`src/rtl/uart_ctrl.sv`:
```
`timescale 1ns/1ps
// uart_ctrl: bus-mapped sequencer for the UART TX/RX pair.
// Handshake note: each TX frame is one tx_start pulse followed by a wait for
// tx_done, with no overlap between frames. Each RX byte is taken while rx_irq
// is high, then acknowledged with a single rx_clear pulse. A new byte is not
// accepted until rx_irq has dropped again.
module uart_ctrl #(
  parameter int TX_DEPTH = 4,
  parameter int RX_DEPTH = 4
) (
  input  logic        clk,
  input  logic        rst,
  input  logic        sel,
  input  logic        we,
  input  logic [1:0]  addr,
  input  logic [31:0] wdata,
  output logic [31:0] rdata,
  output logic        irq,
  output logic        tx_start,
  output logic [7:0]  tx_data,
  input  logic        tx_done,
  input  logic [7:0]  rx_data,
  input  logic        rx_irq,
  input  logic        rx_perr,
  output logic        rx_clear,
  output logic [1:0]  txStateDbg,
  output logic [1:0]  rxStateDbg
);

  localparam int TXAW = $clog2(TX_DEPTH);
  localparam int RXAW = $clog2(RX_DEPTH);
  localparam int TXCW = TXAW + 1;
  localparam int RXCW = RXAW + 1;
  localparam logic [TXCW-1:0] TX_FULL_CNT = TXCW'(TX_DEPTH);
  localparam logic [RXCW-1:0] RX_FULL_CNT = RXCW'(RX_DEPTH);

  typedef enum logic [1:0] {T_IDLE = 2'd0, T_START = 2'd1, T_BUSY = 2'd2} txStateT;
  typedef enum logic [1:0] {R_IDLE = 2'd0, R_CLR = 2'd1, R_WAIT = 2'd2} rxStateT;

  txStateT txState;
  rxStateT rxState;

  // FIFO storage and bookkeeping
  logic [7:0]      txMem [TX_DEPTH];
  logic [TXAW-1:0] txWrPtr, txRdPtr;
  logic [TXCW-1:0] txCount;
  logic [8:0]      rxMem [RX_DEPTH];
  logic [RXAW-1:0] rxWrPtr, rxRdPtr;
  logic [RXCW-1:0] rxCount;

  // Control / sticky status
  logic ieRx, ieTx;
  logic overrun, perrSeen;

  // Bus decode
  logic wrTx, wrStatus, wrCtrl, rdRx, flush;
  logic txFull, txEmpty, rxFull, rxEmpty, txBusy;
  logic txPush, txPop, rxPushReq, rxPush, rxPop, overrunSet, perrSet;
  logic [31:0] statusWord;
  logic unusedBits;

  assign wrTx     = sel & we & (addr == 2'd0);
  assign wrStatus = sel & we & (addr == 2'd2);
  assign wrCtrl   = sel & we & (addr == 2'd3);
  assign rdRx     = sel & ~we & (addr == 2'd1);
  assign flush    = wrCtrl & wdata[2];

  assign txFull  = (txCount == TX_FULL_CNT);
  assign txEmpty = (txCount == '0);
  assign rxFull  = (rxCount == RX_FULL_CNT);
  assign rxEmpty = (rxCount == '0);
  assign txBusy  = (txState != T_IDLE);

  // The TX FSM drains the FIFO only from idle; a write into a full FIFO
  // survives when that same edge frees a slot.
  assign txPop  = (txState == T_IDLE) & ~txEmpty;
  assign txPush = wrTx & (~txFull | txPop);

  // RX capture happens once per rx_irq assertion, on the idle-state edge.
  assign rxPushReq  = (rxState == R_IDLE) & rx_irq;
  assign rxPop      = rdRx & ~rxEmpty;
  assign rxPush     = rxPushReq & (~rxFull | rxPop);
  assign overrunSet = rxPushReq & rxFull & ~rxPop;
  assign perrSet    = rxPushReq & rx_perr;

  assign unusedBits = &{1'b0, wdata[31:8]};

  assign statusWord = {25'b0, perrSeen, overrun, txBusy, rxFull, rxEmpty, txEmpty, txFull};

  assign irq = (ieRx & ~rxEmpty) | (ieTx & txEmpty & ~txBusy) | (ieRx & overrun);

  assign txStateDbg = txState;
  assign rxStateDbg = rxState;

  // TX FIFO data array (contents need no reset; pointers define validity)
  always_ff @(posedge clk) begin
    if (txPush) txMem[txWrPtr] <= wdata[7:0];
  end

  // TX FIFO pointers and occupancy; flush clears occupancy only
  always_ff @(posedge clk or negedge rst) begin
    if (!rst) begin
      txWrPtr <= '0;
      txRdPtr <= '0;
      txCount <= '0;
    end else if (flush) begin
      txWrPtr <= '0;
      txRdPtr <= '0;
      txCount <= '0;
    end else begin
      if (txPush) txWrPtr <= txWrPtr + TXAW'(1);
      if (txPop)  txRdPtr <= txRdPtr + TXAW'(1);
      case ({txPush, txPop})
        2'b10:   txCount <= txCount + TXCW'(1);
        2'b01:   txCount <= txCount - TXCW'(1);
        default: txCount <= txCount;
      endcase
    end
  end

  // RX FIFO data array: {parity error, byte}
  always_ff @(posedge clk) begin
    if (rxPush) rxMem[rxWrPtr] <= {rx_perr, rx_data};
  end

  // RX FIFO pointers and occupancy; flush clears occupancy only
  always_ff @(posedge clk or negedge rst) begin
    if (!rst) begin
      rxWrPtr <= '0;
      rxRdPtr <= '0;
      rxCount <= '0;
    end else if (flush) begin
      rxWrPtr <= '0;
      rxRdPtr <= '0;
      rxCount <= '0;
    end else begin
      if (rxPush) rxWrPtr <= rxWrPtr + RXAW'(1);
      if (rxPop)  rxRdPtr <= rxRdPtr + RXAW'(1);
      case ({rxPush, rxPop})
        2'b10:   rxCount <= rxCount + RXCW'(1);
        2'b01:   rxCount <= rxCount - RXCW'(1);
        default: rxCount <= rxCount;
      endcase
    end
  end

  // TX sequencer: pop one byte, pulse tx_start, hold tx_data until tx_done
  always_ff @(posedge clk or negedge rst) begin
    if (!rst) begin
      txState  <= T_IDLE;
      tx_start <= 1'b0;
      tx_data  <= 8'h00;
    end else begin
      case (txState)
        T_IDLE: begin
          tx_start <= 1'b0;
          if (!txEmpty) begin
            tx_data  <= txMem[txRdPtr];
            tx_start <= 1'b1;
            txState  <= T_START;
          end
        end
        T_START: begin
          tx_start <= 1'b0;
          txState  <= T_BUSY;
        end
        T_BUSY: begin
          tx_start <= 1'b0;
          if (tx_done) txState <= T_IDLE;
        end
        default: begin
          tx_start <= 1'b0;
          txState  <= T_IDLE;
        end
      endcase
    end
  end

  // RX sequencer: capture on rx_irq, pulse rx_clear, wait for rx_irq to drop
  always_ff @(posedge clk or negedge rst) begin
    if (!rst) begin
      rxState  <= R_IDLE;
      rx_clear <= 1'b0;
    end else begin
      case (rxState)
        R_IDLE: begin
          rx_clear <= 1'b0;
          if (rx_irq) begin
            rx_clear <= 1'b1;
            rxState  <= R_CLR;
          end
        end
        R_CLR: begin
          rx_clear <= 1'b0;
          rxState  <= R_WAIT;
        end
        R_WAIT: begin
          rx_clear <= 1'b0;
          if (!rx_irq) rxState <= R_IDLE;
        end
        default: begin
          rx_clear <= 1'b0;
          rxState  <= R_IDLE;
        end
      endcase
    end
  end

  // Sticky flags: a new event beats a same-cycle write-one-to-clear
  always_ff @(posedge clk or negedge rst) begin
    if (!rst) begin
      overrun  <= 1'b0;
      perrSeen <= 1'b0;
    end else begin
      if (overrunSet)                 overrun <= 1'b1;
      else if (wrStatus && wdata[5])  overrun <= 1'b0;
      if (perrSet)                    perrSeen <= 1'b1;
      else if (wrStatus && wdata[6])  perrSeen <= 1'b0;
    end
  end

  // Interrupt enables; flush bit is not stored
  always_ff @(posedge clk or negedge rst) begin
    if (!rst) begin
      ieRx <= 1'b0;
      ieTx <= 1'b0;
    end else if (wrCtrl) begin
      ieRx <= wdata[0];
      ieTx <= wdata[1];
    end
  end

  // Read mux: zero unless a read is selected; RXDATA shows the FIFO head
  always_comb begin
    rdata = 32'h0;
    if (sel && !we) begin
      case (addr)
        2'd1:    if (!rxEmpty) rdata = {23'b0, rxMem[rxRdPtr]};
        2'd2:    rdata = statusWord;
        2'd3:    rdata = {30'b0, ieTx, ieRx};
        default: rdata = 32'h0;
      endcase
    end
  end

endmodule

```
`config.mk`:
```
export PLATFORM = sky130hd
export DESIGN_NAME = uart_ctrl
export DESIGN_NICKNAME = d
export VERILOG_FILES = /design/src/rtl/uart_ctrl.sv
export SDC_FILE = /design/constraint.sdc
export NUM_CORES = 1
export LEC_CHECK = 0
export BUFFER_PORTS_ARGS = -buffer_cell sky130_fd_sc_hd__buf_2
export CAP_MARGIN = 15
export CORE_ASPECT_RATIO = 0.8
export CORE_MARGIN = 4
export CORE_UTILIZATION = 49
export CTS_CLUSTER_DIAMETER = 40
export DETAILED_ROUTE_END_ITERATION = 10
export GPL_TIMING_DRIVEN = 0
export HOLD_SLACK_MARGIN = 0.02
export PLACE_DENSITY = 0.8
export SLEW_MARGIN = 40
export SYNTH_ARGS = -nofsm -noshare
export SYNTH_HDL_FRONTEND = slang
export SYNTH_SLANG_ARGS = --single-unit
```
`constraint.sdc`:
```
create_clock -name clk -period 2.47 [get_ports clk]
set_clock_uncertainty 0.2 [all_clocks]
set_input_delay 0 -clock clk [delete_from_list [all_inputs] [get_ports clk]]
set_output_delay 0 -clock clk [all_outputs]
set_load 0.01 [all_outputs]
```
==> reports/results.ini, run 1 <==
[placed_design]
port_buffers=47
dpl_cell_area_sq_mm=0.00491
place_inst=471
hpwl_mm=6.10
gp_congestion=0.787

[clock_network]
cts_buffers=9
clockBufferDepth=2
cts.clk_slew.worst_paths_ns=0.07
cts-root-buf=clkbuf_16
clkLatencyLatePin_ns=0.34
htree_num_levels=3
cts_tree=yes
cts_sinks=100

[timing]
report.final.slew_viol_count=0
period_share=0.956
tightest_slew_ns=0.664
period_minus_slack_ns=2.36
fmax_mhz=423
finalHoldWorstSlack_ns=0.0623
slew_headroom=0.557
final_hold_viol_count=0
setup_violations=0
fin_tns_setup_ns=0
rsz0062_at_grt=false

[global_route]
grt_max_degree=33
grt_use_total=0.179
overflow=0
antenna_found_initial=0
grt_pass1_wl_mm=14.3
grt_pass1_vias=2782

[flow_run]
cap_violations=0

[logic_synthesis]
synthFlopType=edfxtp_1
netlist_area_sq_mm=0.00444
ys_ff_latch=100
syn_avg_cell_area_sq_um=15.3
syn_inst=290
ys_types=51
yosysWarnings=0
seq_area_frac_synth=0.640
synth_edf_count=68
async_flop_share=0.320

[floorplan]
start_util=0.513
io_pins=96
core_sq_mm=0.00867
fp.dieH_um=93.2
num_rows=30
dieArea_sq_mm=0.0107
die_w_um=114

[worst_setup_path]
crit_type=reg2reg
crit_chain=or2_1 -> buf_6 -> nor3_1 -> fa_2 -> nand3_1 -> a21o_1 -> a31oi_1
crit_slowest_cell=nor3_1
critPathTopFamily=simple AND/OR/NAND/NOR gates
cp_max_fo=8
worst-path-buf-inv=1
slowest_delay_ns=0.47
worst-endpoint-required_ns=2.52
critPathArrivalTime_ns=2.41
start_kind=register
cp-end-kind=register

[finish]
final_nets=454
post-route-util=0.634
fillers=609
layout_common_cells=edfxtp_1 (68), buf_2 (48), dfrtp_1 (28)
finalNonFillerCells=512
finish.instance_area_sq_mm=0.00549
layout-drive-gt1-share=0.323
antenna_cells=0
layout_commonest_cell=edfxtp_1
syn2layout_area_growth_pct=23.6

[outcome]
status=finished clean

[route]
via_count=2740
routed_wl_mm=8.93
antenna_left=0
drcViolationCount=0
drt-initial-drc-count=207
dr.pass1.iters=4
viasPerCell=5.35
wl_per_cell_um=17.4

[power_and_ir_drop]
leakagePower_nw=2.19
peakVddDrop_v=0.000524
powerDensity_mw_per_mm2=1040

[min_path]
hold_class=in2reg

==> metal layers <==
layer	routed length [um]	vias up	track usage
met3	494	13	0.0317
met2	4570	90	0.295
met4	125	0	0.0781
li1	-	1256	-
met1	3740	1381	0.232
met5	0	-	0
==> state kept, by name (all words and copies together), names as in the netlist, 2 cells and up <==
name / count
txCount: 3
rxWrPtr: 2
rxMem: 36
rxStateDbg: 2
txRdPtr: 2
txWrPtr: 2
tx_data: 8
rxCount: 3
txMem: 32
txStateDbg: 2
rxRdPtr: 2
==> worst paths after layout <==
check	slack, ns	cells after the start	to	start
min in group asynchronous	0.50	3	txWrPtr[1]$_DFFE_PN0P_	rst
setup / recovery	0.11	7	txCount[2]$_DFFE_PN0P_	txStateDbg[0]$_DFFE_PN0P_
hold reg to reg	0.31	1	tx_data[4]$_DFFE_PN0P_	tx_data[4]$_DFFE_PN0P_
setup reg to reg	0.11	7	txCount[2]$_DFFE_PN0P_	txStateDbg[0]$_DFFE_PN0P_
max in group asynchronous	1.23	3	txCount[2]$_DFFE_PN0P_	rst
hold / removal	0.06	3	ieRx$_DFFE_PN0P_	addr[1]
==> worst reg2reg max path, delay by kind of cell, from the launching register on <==
| family | cells | cell delay (ns) |
|---|---|---|
| simple gates | 3 | 0.82 |
| flops | 1 | 0.45 |
| fa+ha+maj | 1 | 0.36 |
| compound gates | 2 | 0.31 |
| buf+inv | 1 | 0.14 |
==> repair_timing <==
action	in CTS	in global routing
endpoints found under the setup margin	1	34
hold buffers	23	1
gates resized for setup	2	7
pin swaps	1	0
buffers inserted	1	0
hold endpoints to repair	112	19
==> power by group <==
part / total, mW / switching (mW) / internal [mW]
Combinational: 1.85 / 0.938 / 0.914
Sequential: 2.44 / 0.269 / 2.17
Clock: 1.45 / 0.568 / 0.883
==> cells in the mapped netlist, types with 3 or more instances <==
library cell  count  area share
clkbuf_1          3      0.0025
mux2i_1           5       0.011
nor2b_1           3      0.0042
mux4_2           17       0.086
inv_1            11      0.0093
xnor2_1           5      0.0099
nand2b_1          3      0.0042
buf_4            23       0.039
ha_1              8       0.023
edfxtp_1         68        0.46
dfrtp_1          32        0.18
and2_1           10       0.014
nand3_1           7      0.0079
nand2_1           6      0.0051
mux2_2           10       0.025
a22oi_1           6       0.010
nor3_1            9       0.010
nor2_1           20       0.017
==> stage by stage <==
| stage | setup slack [ns] | total power, mW |
|---|---|---|
| finish | 0.108 | 5.74 |
| CTS | 0.0454 | 5.76 |
| global route | 0.00851 | 6.09 |
| global placement | -0.0430 | 4.14 |
| detailed placement | -0.108 | 4.25 |
| floorplan | 0.0897 | 3.72 |
==> layout make-up <==
cell class | instances | area [sq um] | share of cell area
buffer | 31 | 214 | 0.0389
clock buffer | 11 | 233 | 0.0424
clock inverter | 5 | 76.3 | 0.0139
inverter | 12 | 45.0 | 0.00820
multi-input combinational | 169 | 1450 | 0.264
sequential | 100 | 2850 | 0.518
tap | 112 | 140 | 0.0255
timing repair buffer | 72 | 485 | 0.0884
==> logic make-up (layout without fill, tap and decap cells) <==
logic type	after synthesis	in the layout	share of synthesized area
compound gates	26	26	0.0465
flops	100	100	0.640
buf+inv	43	131	0.0580
fa+ha+maj	10	10	0.0315
xor+xnor	6	6	0.0118
other cells	1	23	0.000844
simple gates	72	72	0.0890
mux	32	32	0.123
No activity file was read; power rests on OpenSTA's default activity.
==> run 2, diff against run 1 <==
- CORE_ASPECT_RATIO: 0.8 -> 1.2
- CORE_UTILIZATION: 49 -> 51
- clock period: 2.47 -> 2.4 ns (I/O delays scaled with it)
==> run 2 against run 1 <==
Effect of this change: critical path type unchanged; first-iteration DRC count is 30% lower; fmax fell by 0.43%; hold slack got worse by 0.022 ns; setup slack got worse by 0.080 ns; sequential share of layout area is 0.76 points higher; non-clock buffer count rose by 3; count of clock-buffer cells in the layout shrank 2; power shrank 5.4%; final cell count up 1.6%; die area decreased by 3.6%; critical path depth is 1 lower.
==> reports/results.ini, run 2 (synthesis results as in run 1) <==
[clock_network]
cts_buffers=9
clockBufferDepth=2
cts.clk_slew.worst_paths_ns=0.10
cts_tree=yes
clkLatencyLatePin_ns=0.35
htree_num_levels=3
cts_sinks=100
cts-root-buf=clkbuf_8

[worst_setup_path]
cp_max_fo=4
rrSetupSlack_ns=0.03
crit_chain=nor3_4 -> nor3_4 -> fa_2 -> or4_1 -> a21o_1 -> a31oi_1
start_kind=register
path_common_cell=nor3_4
crit_type=reg2reg
crit_slowest_cell=or4_1
cp-end-kind=register
reg2reg_depth=6
critPathTopFamily=simple AND/OR/NAND/NOR gates
worst_setup_path_startpoint=txCount[0]$_DFFE_PN0P_
reg2reg_from=txCount[0]$_DFFE_PN0P_
worst-path-buf-inv=0
cp_num_cells=6
crit_path_end=txCount[2]$_DFFE_PN0P_
worst-endpoint-required_ns=2.48
critPathArrivalTime_ns=2.45
reg2reg_to=txCount[2]$_DFFE_PN0P_
slowest_delay_ns=0.53

[floorplan]
num_rows=37
dieArea_sq_mm=0.0103
io_pins=96
die_w_um=93.2
start_util=0.522
fp.dieH_um=110
core_sq_mm=0.00852

[placed_design]
dpl_cell_area_sq_mm=0.00491
hpwl_mm=5.72
port_buffers=47
place_ws_ns=-0.152
gp_congestion=0.811

[outcome]
status=finished clean

[global_route]
use_met2=0.316
grt_max_degree=33
grt_pass1_wl_mm=13.4
overflow=0
grt_use_total=0.172
gr-usage-met3=0.0367
grt_pass1_vias=2689
use_met1=0.205
busiest_layer=met2
antenna_found_initial=0

[route]
via_count=2645
routed_wl_mm=8.25
drt-initial-drc-count=145
viasPerCell=5.09
wl_per_cell_um=15.9
antenna_left=0
dr.pass1.iters=4
drcViolationCount=0

[finish]
antenna_cells=0
finish.instance_area_sq_mm=0.00541
final_nets=457
layout_commonest_cell=edfxtp_1
layout_common_cells=edfxtp_1 (68), buf_2 (48), dfrtp_1 (29)
syn2layout_area_growth_pct=21.8
largest_reg_flops=36
layout-drive-gt1-share=0.340
regMostFlops=rxMem
top_regs=rxMem x36, txMem x32, tx_data x8
post-route-util=0.635

[timing]
fmax_mhz=421
setup_violations=0
tightest_slew_ns=0.649
rsz0062_at_grt=true
timing.final.ws_setup_ns=0.0274
period_minus_slack_ns=2.37
period_share=0.989
final_hold_viol_count=0
fin_tns_setup_ns=0
slew_headroom=0.568
report.final.slew_viol_count=0

[flow_run]
cap_violations=0

[power_and_ir_drop]
powerDensity_mw_per_mm2=1000
leakagePower_nw=2.14
peakVddDrop_v=0.000561
power_mw=5.43

[min_path]
hp-start=addr[1]
hold_class=in2reg

[run 2: tightest hold or removal path, stage by stage]
cell and delay [ns]:
buf_2 0.13, and4_1 0.20, mux2_2 0.23
[run 2: where the power goes]
group          total [mW]  internal, mW  switching [mW]
sequential           2.46          2.22           0.238
combinational        1.97         0.982           0.989
clock               0.993         0.395           0.598
total                5.43          3.60            1.83
[run 2: cell type report]
type / count / area (sq um)
Sequential cell: 100 / 2850
Multi-Input combinational cell: 169 / 1470
Tap cell: 117 / 146
Clock buffer: 9 / 124
Timing Repair Buffer: 75 / 510
Clock inverter: 7 / 60.1
Inverter: 12 / 45.0
Fill cell: 650 / 3110
Buffer: 31 / 214
[run 2: worst min path at each step]
stage	to	slack, ns	cells after the start
final	ieRx$_DFFE_PN0P_	0.04	3
after global routing	ieTx$_DFFE_PN0P_	0.05	3
after CTS	ieRx$_DFFE_PN0P_	0.02	3
after detailed placement	tx_data[3]$_DFFE_PN0P_	-0.08	1
after global placement	tx_data[4]$_DFFE_PN0P_	-0.1	1
after floorplan	ieRx$_DFFE_PN0P_	-0.50	0
[run 2: layer usage]
metal / part of all wire / wire length (um)
met5: 0 / 0
met4: 0.0081 / 67
met3: 0.035 / 287
met2: 0.55 / 4570
met1: 0.40 / 3330
[run 2: through the flow]
step	hold WS (ns)	instances
final	0.0404	520
after CTS	0.0239	518
after detailed placement	-0.0842	476
after global placement	-0.0986	476
after floorplan	-0.496	312
after global routing	0.0463	520
[run 2: repair_timing]
item                       CTS  global route
gates resized for setup      4             8
setup endpoints to repair    1            44
hold endpoints to repair   112            32
buffers inserted             2             1
gates cloned                 0             0
hold buffers                24             1
pin swaps                    0             2
==> run 3, diff against run 2 <==
- CTS_BUF_LIST: unset -> sky130_fd_sc_hd__clkbuf_4 sky130_fd_sc_hd__clkbuf_8 sky130_fd_sc_hd__clkbuf_16
- clock period: 2.4 -> 3.05 ns (I/O delays scaled with it)
==> run 3 against run 2 <==
Effect of this change: first-iteration DRC count shrank 28%; count of clock-buffer cells in the layout is the same; critical path type unchanged; sequential share of layout area grew 0.11 points; die area is the same.
==> reports/results.ini, run 3 (synthesis results as in run 1) <==
[worst_setup_path]
cp-end-kind=register
crit_type=reg2reg
worst-endpoint-required_ns=3.14
critPathTopFamily=simple AND/OR/NAND/NOR gates
cp_max_fo=8
reg2reg_depth=6
cp_num_cells=6
crit_slowest_cell=or4_1
slowest_delay_ns=0.53
critPathArrivalTime_ns=2.69
worst-path-buf-inv=0
start_kind=register
crit_chain=nor3_2 -> nor3_1 -> fa_1 -> or4_1 -> a21o_1 -> a31oi_1

[global_route]
grt_max_degree=33
overflow=0
grt_use_total=0.178
grt_pass1_wl_mm=13.8
grt_pass1_vias=2767
antenna_found_initial=0

[timing]
rsz0062_at_grt=false
period_share=0.856
tightest_slew_ns=0.622
report.final.slew_viol_count=0
slew_headroom=0.586
setup_violations=0
final_hold_viol_count=0
fmax_mhz=383
finalHoldWorstSlack_ns=0.180
fin_tns_setup_ns=0
period_minus_slack_ns=2.61

[min_path]
hold_class=in2reg
hold_depth=2

[finish]
layout-drive-gt1-share=0.309
largest_reg_flops=36
syn2layout_area_growth_pct=21.4
finalNonFillerCells=518
finish.instance_area_sq_mm=0.00539
multi_input_area_sq_mm=0.00143
top_regs=rxMem x36, txMem x32, tx_data x8
regMostFlops=rxMem
fillers=658
layout_common_cells=edfxtp_1 (68), buf_2 (48), dfrtp_1 (32)
antenna_cells=0
seq_area_sq_mm=0.00284
final_nets=455
layout_commonest_cell=edfxtp_1

[clock_network]
cts_tree=yes
cts.clk_slew.worst_paths_ns=0.11
htree_num_levels=3
cts-root-buf=clkbuf_8
cts_setup_buffers=0
cts_buffers=9
cts_sinks=100
clkLatencyLatePin_ns=0.36
clockBufferDepth=2

[floorplan]
start_util=0.522
dieArea_sq_mm=0.0103
num_rows=37
fp.dieH_um=110
die_w_um=93.2
io_pins=96
core_sq_mm=0.00852

[power_and_ir_drop]
power_frac_seq=0.452
leakagePower_nw=2.15
p_clk_frac=0.208
internal_power_mw=2.88
powerDensity_mw_per_mm2=798
switching_power_mw=1.43
switching_share=0.332
power_mw=4.31
p_comb_frac=0.340
peakVddDrop_v=0.000439

[outcome]
status=finished clean

[placed_design]
hpwl_mm=5.84
place_inst=476
dpl_cell_area_sq_mm=0.00491
gp_congestion=0.819
port_buffers=47

[route]
drcViolationCount=0
via_count=2653
routed_wl_mm=8.39
wl_per_cell_um=16.2
antenna_left=0
drt-initial-drc-count=104
viasPerCell=5.12
dr.pass1.iters=4

[flow_run]
cap_violations=0

## run 3: changes by cell type in the layout (fill, tap and decap cells not counted), moves of 2 or more
cell | previous run | this run
and2_1 | 7 | 10
and2_2 | 3 | 0
buf_4 | 27 | 24
clkinvlp_4 | 2 | 0
dfrtp_1 | 29 | 32
dfrtp_2 | 3 | 0
nor3_1 | 6 | 8
nor3_4 | 2 | 0
## run 3: metrics by stage
| stage | setup WS, ns | util |
|---|---|---|
| after global placement | 0.357 | 0.576 |
| after CTS | 0.266 | 0.631 |
| after global routing | 0.242 | 0.633 |
| after detailed placement | 0.287 | 0.576 |
| final | 0.441 | 0.633 |
| after floorplan | 0.548 | - |
## run 3: path summary, 6_finish.rpt
check	endpoint	startpoint	slack [ns]
worst max-delay path	txCount[2]$_DFFE_PN0P_	txCount[0]$_DFFE_PN0P_	0.44
worst min-delay path	rxMem[3][7]$_DFFE_PP_	rx_data[7]	0.18
worst max register to register	txCount[2]$_DFFE_PN0P_	txCount[0]$_DFFE_PN0P_	0.44
worst min register to register	tx_data[0]$_DFFE_PN0P_	tx_data[0]$_DFFE_PN0P_	0.31
max in group asynchronous	rxCount[1]$_DFFE_PN0P_	rst	1.87
min in group asynchronous	tx_data[3]$_DFFE_PN0P_	rst	0.46
## run 3: area by class of cell
class	count	share of cell area
timing repair buffer	73	0.0923
clock buffer	9	0.0230
sequential	100	0.527
buffer	31	0.0397
inverter	12	0.00835
multi-input combinational	169	0.265
clock inverter	7	0.0172
tap	117	0.0271
## run 3: worst reg2reg max path: cells and delay by family (launching register included)
family	cells	cell delay (ns)
compound gates	2	0.34
fa+ha+maj	1	0.44
flops	1	0.50
simple gates	3	1.07
## run 3: timing repair
action | CTS | global route
hold endpoints to repair | 112 | 32
gates resized for setup | 0 | 1
endpoints found under the setup margin | 0 | 1
hold buffers | 25 | 1
## run 3: power by group through the flow
stage	sequential [mW]	combinational, mW	clock, mW
6_report	1.94	1.47	0.896
5_1_grt	1.99	1.64	0.975
4_1_cts	1.94	1.49	0.907
3_5_place_dp	1.97	1.46	0
3_3_place_gp	1.95	1.39	0
2_1_floorplan	1.97	1.04	0
## run 3: metal layers
layer	vias to the layer above	share of wire	track usage
li1	1254	-	-
met1	1335	0.41	0.214
met2	54	0.54	0.322
met3	10	0.036	0.0387
met4	0	0.012	0.0524
met5	-	0	0
